File: config.mk
export PLATFORM = sky130hd
export DESIGN_NAME = ascii2hex_word
export DESIGN_NICKNAME = d
export VERILOG_FILES = /design/src/rtl/tenyr_ascii_pkg.sv /design/src/rtl/ascii_hex_nibble.sv /design/src/rtl/ascii2hex_word.sv
export SDC_FILE = /design/constraint.sdc
export NUM_CORES = 1
export LEC_CHECK = 0
export ABC_CLOCK_PERIOD_IN_PS = 1800
export CAP_MARGIN = 20
export CORE_UTILIZATION = 35
export CTS_CLUSTER_SIZE = 14
export DETAILED_ROUTE_END_ITERATION = 6
export PLACE_DENSITY = 0.72
export RECOVER_POWER = 25
export SYNTH_ARGS = -nofsm -noshare
export SYNTH_HDL_FRONTEND = slang
export SYNTH_SLANG_ARGS = --single-unit
File: constraint.sdc
create_clock -name clk -period 1.8 [get_ports clk]
set_input_delay 0.27 -clock clk [delete_from_list [all_inputs] [get_ports clk]]
set_output_delay 0.27 -clock clk [all_outputs]
set_load 0.02 [all_outputs]
File: src/rtl/tenyr_ascii_pkg.sv
// tenyr_ascii: shared ASCII constants and parser state encoding.
package tenyr_ascii;
  localparam logic [7:0] ASC_SP  = 8'h20;
  localparam logic [7:0] ASC_TAB = 8'h09;
  localparam logic [7:0] ASC_LF  = 8'h0A;
  localparam logic [7:0] ASC_CR  = 8'h0D;
  localparam logic [7:0] ASC_0   = 8'h30;
  localparam logic [7:0] ASC_UA  = 8'h41;
  localparam logic [7:0] ASC_LA  = 8'h61;
  typedef enum logic [1:0] {A2H_IDLE, A2H_ACCUM, A2H_SKIP, A2H_EMIT} a2h_state_t;
endpackage

File: src/rtl/ascii_hex_nibble.sv
// ascii_hex_nibble: classifies a character and decodes hex digits of either case.
module ascii_hex_nibble
  import tenyr_ascii::*;
(
  input  logic [7:0] char,
  output logic [3:0] nibble,
  output logic       is_hex,
  output logic       is_delim
);
  logic is_dig, is_af;
  always_comb begin
    is_dig   = char >= ASC_0 && char <= ASC_0 + 8'd9;
    is_af    = (char >= ASC_UA && char <= ASC_UA + 8'd5) || (char >= ASC_LA && char <= ASC_LA + 8'd5);
    is_hex   = is_dig || is_af;
    // 'A' and 'a' both have low nibble 1, so +9 maps them to 10
    nibble   = is_dig ? char[3:0] : is_af ? char[3:0] + 4'd9 : 4'd0;
    is_delim = char == ASC_SP || char == ASC_TAB || char == ASC_LF || char == ASC_CR;
  end
endmodule

File: src/rtl/ascii2hex_word.sv
// ascii2hex_word: parses delimiter-separated ASCII hex tokens into binary words.
module ascii2hex_word
  import tenyr_ascii::*;
#(
  parameter int WIDTH  = 32,
  parameter int MAXDIG = WIDTH / 4,
  localparam int CW    = $clog2(MAXDIG + 1)
) (
  input  logic             clk,
  input  logic             reset,
  input  logic             in_valid,
  output logic             in_ready,
  input  logic [7:0]       in_char,
  output logic             out_valid,
  input  logic             out_ready,
  output logic [WIDTH-1:0] out_word,
  output logic [CW-1:0]    out_ndigits,
  output logic             out_err
);
  localparam logic [CW-1:0] MAXC = CW'(MAXDIG);
  a2h_state_t state, state_n;
  logic [WIDTH-1:0] acc, acc_n;
  logic [WIDTH+3:0] shifted;
  logic [CW-1:0]    cnt, cnt_n;
  logic             err, err_n, xfer;
  logic [3:0]       nib;
  logic             is_hex, is_delim;

  ascii_hex_nibble u_nib (.char(in_char), .nibble(nib), .is_hex(is_hex), .is_delim(is_delim));

  assign in_ready    = state != A2H_EMIT;
  assign out_valid   = state == A2H_EMIT;
  assign out_word    = err ? '0 : acc;
  assign out_ndigits = cnt;
  assign out_err     = err;
  assign xfer        = in_valid && in_ready;
  assign shifted     = {acc, nib};

  always_comb begin
    state_n = state;
    acc_n   = acc;
    cnt_n   = cnt;
    err_n   = err;
    case (state)
      A2H_IDLE:
        if (xfer && is_hex) begin
          acc_n   = WIDTH'(nib);
          cnt_n   = CW'(1);
          state_n = A2H_ACCUM;
        end else if (xfer && !is_delim) begin
          err_n   = 1'b1;
          state_n = A2H_SKIP;
        end
      A2H_ACCUM:
        if (xfer && is_delim) state_n = A2H_EMIT;
        else if (xfer && is_hex && cnt < MAXC) begin
          acc_n = shifted[WIDTH-1:0];
          cnt_n = cnt + CW'(1);
        end else if (xfer) begin
          err_n   = 1'b1;
          state_n = A2H_SKIP;
        end
      A2H_SKIP:
        if (xfer && is_delim) state_n = A2H_EMIT;
      A2H_EMIT:
        if (out_ready) begin
          acc_n   = '0;
          cnt_n   = '0;
          err_n   = 1'b0;
          state_n = A2H_IDLE;
        end
      default: state_n = A2H_IDLE;
    endcase
  end

  always_ff @(posedge clk or posedge reset)
    if (reset) begin
      state <= A2H_IDLE;
      acc   <= '0;
      cnt   <= '0;
      err   <= 1'b0;
    end else begin
      state <= state_n;
      acc   <= acc_n;
      cnt   <= cnt_n;
      err   <= err_n;
    end
endmodule

==> results summary <==
The number of buffers added on ports is 50. The cell depth of the worst min-delay path came out at 6. In the post-route analysis, the smallest setup slack over all paths is -125 ps. The fraction of registers with async set or reset after synthesis is 100%. 0 antenna diodes ended up in the layout. The number of max-cap violations came out at 0. The CTS tree is done.

The worst-case vdd ir drop came out at between 800 and 900 uV. The flow ran to the end, but the final reports show violations. The total track usage came out at 19.6%. The depth of the most critical reg-to-reg path is 8.

The worst register-to-register path ends at acc[2]. After detailed routing, the met3 layer carries approximately 220 um of wire. In this run the power density over the cells is between 1000 and 1500 nW/um^2.

The flip-flop and latch count after synthesis came out at 39. The floorplan step set the die height to between 80 and 90 um. The cell sitting at the root of the clock tree is a sky130_fd_sc_hd__clkbuf_8. The cell count after synthesis came out at 260. The average detailed-routed wire length per instance came out at ~15 um. The x dimension of the die came out at between 80 and 90 um. The critical path ends at acc[2]. The final hold slack came out at between 400 and 500 ps. Wire segments on met2 add up to ~3400 um in the final route.

The maximum number of pins on one net before global-route repair is 40. The highest clock frequency the design can meet is about 520 MHz. The top cell types in the final layout, fill and taps aside, are sky130_fd_sc_hd__nand2_1, sky130_fd_sc_hd__dfrtp_1, sky130_fd_sc_hd__dlygate4sd2_1. The initial detailed-routing violation count came out at 100.

The slack of the worst reg-to-reg path is -110 ps. The post-synthesis cell type count is 36. The synthesized design spends more area on one cell type than any other, namely sky130_fd_sc_hd__dfrtp_1.

In this run, synthesis inferred 0 flip-flops with an integrated enable. The maximum number of buffers from clock root to sink is 2. For this run the aggregate overflow at the end of global routing stands at 0. The worst setup path is launched from an input pin. The routed wire length came out at 6490 um. The launching element of the worst setup path is in_char[1]. The number of global-route vias before repair is ~2.2k. The worst setup path is captured at a register. The number of vias per cell is about 5. The worst register-to-register path begins at state[0].

The arrival time of the worst setup path came out at ~2100 ps. In this run the number of H-tree levels came out at 2. The final core utilization came out at about 63%.

In this run, CTS created clock tree buffers numbering 5. The count of standard-cell rows is 28. In this run the top signal layer used is met4.

The post-route clock skew came out at approximately 10 ps. The post-synthesis net count came out at 282. The synthesized netlist occupies a cell area of 2230 um^2. The finished layout holds between 400 and 500 standard cells, fillers aside. Once detail routing completed, the nets flagged for antenna violations numbered 0.

After synthesis, flip-flops and latches occupy 43.7% of the total area. The final-report hold violation count is 0. The HPWL reported at the end of detailed placement is between 3000 and 4000 um. The slew at the pin closest to its max-slew limit came out at just under 1000 ps. During synthesis, Yosys emitted a total of 0 warnings. The area added between synthesis and finish is 71.5%.

The remaining design rule violation count came out at 0. The critical path is of the input pin to register type. Once the floorplan was initialized, standard cells occupied 37.0% of the core. The area of the core region came out at ~6000 um^2.

The number of instances in the placed design came out at approximately 400. The primary flip-flop cell chosen by synthesis mapping is sky130_fd_sc_hd__dfrtp_1. The largest fanout on the critical path came out at 6. Setup repair after global routing could not meet its margin everywhere. Before antenna repair, the detailed router went through 4 iterations. Leaving out fill and tap cells, the most frequent cell in the layout is sky130_fd_sc_hd__nand2_1. The share of layout cells above drive strength 1 is between 40% and 50%. The first-pass GRT wire length is 10,100 um. The number of primary I/O pins is between 50 and 60. The total clock sinks came out at 39. The classification of the worst-slack hold path is input pin to register. Sorting the synthesized cells by area gives the leading types as sky130_fd_sc_hd__dfrtp_1, sky130_fd_sc_hd__nand2_1, sky130_fd_sc_hd__nor2b_1, sky130_fd_sc_hd__o21ai_0, sky130_fd_sc_hd__ha_1. Data on the critical path is required at its endpoint by ~2000 ps. The final max-slew violation count came to 0. The clock latency of the later-clocked register in the worst-skew pair is ~290 ps. The floorplan die area came out at roughly 6700 um^2. The clock slew seen by the registers of the worst setup and hold paths came out at ~90 ps. The sum of routed wire segments on met1 came out at around 2700 um. The headroom to the max-slew limit came out at roughly a third. The initial antenna violation count came out at 0. The post-layout minimum cycle time came out at a little under 2000 ps. The via count is 2,175. The post-place setup slack is -861 ps.

The final cycle utilization of the critical path is 107%. The leakage power figure is about 1.8 nW. The checks that failed: negative setup slack. The layout net count came out at around 380. The area share of the largest cell type after synthesis is between 40% and 50%. The count of final setup violators is 25.

The final weighted congestion in routability-driven placement came out at slightly below 0.9. The synthesized area per cell came out at about 8.6 um^2.
[how the worst min path moves through the flow]
stage | from | endpoint | slack (ps)
after floorplan | acc[28] | acc[28] | 450
after global placement | acc[29] | acc[29] | 460
after detailed placement | acc[28] | acc[28] | 480
after CTS | reset | out_err | 420
after global routing | in_char[1] | acc[1] | 470
final | in_char[1] | acc[1] | 460
[worst max-delay path: stages]
cell and delay, ps:
sky130_fd_sc_hd__buf_12 110, sky130_fd_sc_hd__inv_16 50, sky130_fd_sc_hd__ha_4 120, sky130_fd_sc_hd__o21bai_1 70, sky130_fd_sc_hd__a2111o_1 500, sky130_fd_sc_hd__a211oi_4 330, sky130_fd_sc_hd__o31ai_4 130, sky130_fd_sc_hd__buf_6 180
sky130_fd_sc_hd__clkbuf_16 160, sky130_fd_sc_hd__o31ai_4 200
[stage by stage]
step           TNS (ps)  total power, W  area [um^2]
6_report          -1450         0.00517         3830
5_1_grt           -4580         0.00544         3830
4_1_cts           -6060         0.00491         3650
3_5_place_dp     -30940         0.00286         3160
3_3_place_gp     -28420         0.00283         3160
2_1_floorplan     -1890         0.00235         2400
[kinds of logic (layout without fill, tap and decap cells)]
logic type | Yosys count | count (layout) | synth area share, %
AND/OR/NAND/NOR | 118 | 118 | 24.9
AO/OA/AOI/OAI | 61 | 61 | 17.6
flip-flops | 39 | 39 | 43.7
buffers and inverters | 27 | 123 | 5.83
adder cells (fa/ha/maj) | 10 | 10 | 5.61
XOR/XNOR | 3 | 3 | 1.18
multiplexers | 2 | 2 | 1.12
[cells in the mapped netlist (3+ instances only)]
cell type and n:
sky130_fd_sc_hd__nand3_1 4, sky130_fd_sc_hd__ha_1 10, sky130_fd_sc_hd__o21ai_0 39, sky130_fd_sc_hd__clkbuf_1 11
sky130_fd_sc_hd__dfrtp_1 39, sky130_fd_sc_hd__nand2_1 71, sky130_fd_sc_hd__inv_1 11, sky130_fd_sc_hd__nor2b_1 34
sky130_fd_sc_hd__a21oi_1 3, sky130_fd_sc_hd__o31ai_1 5, sky130_fd_sc_hd__nor2_1 4
[state kept, by name, summed over array words and instances, names as in the netlist]
register / cells
state: 2
acc: 32
out_ndigits: 4
out_err: 1
[routing by layer]
| metal | GRT usage (%) | up-vias |
|---|---|---|
| met3 | 3.11 | 12 |
| met1 | 24.1 | 1053 |
| met5 | 0 | - |
| met4 | 5.26 | 0 |
| li1 | - | 1056 |
| met2 | 35.1 | 54 |
[area by class of cell]
type	count	area, um^2
Fill cell	503	2200
Multi-Input combinational cell	194	1520
Timing Repair Buffer	103	1050
Sequential cell	39	978
Tap cell	75	93.8
Clock buffer	6	82.6
Inverter	12	68.8
Clock inverter	2	38.8
[repair_timing]
item,in CTS,in global routing
setup endpoints to repair,73,41
pin swaps,25,14
hold buffers,0,0
buffers inserted,11,4
gates resized for setup,117,64
cloned,7,1
[where the power goes]
part	leakage (nW)	internal [W]	switching (W)	total [W]
combinational	1.18	0.00168	0.00162	0.00330
sequential	0.531	0.000958	0.000120	0.00108
clock	0.0618	0.000457	0.000336	0.000793
Note: power is estimated with default switching activity, not from simulation.
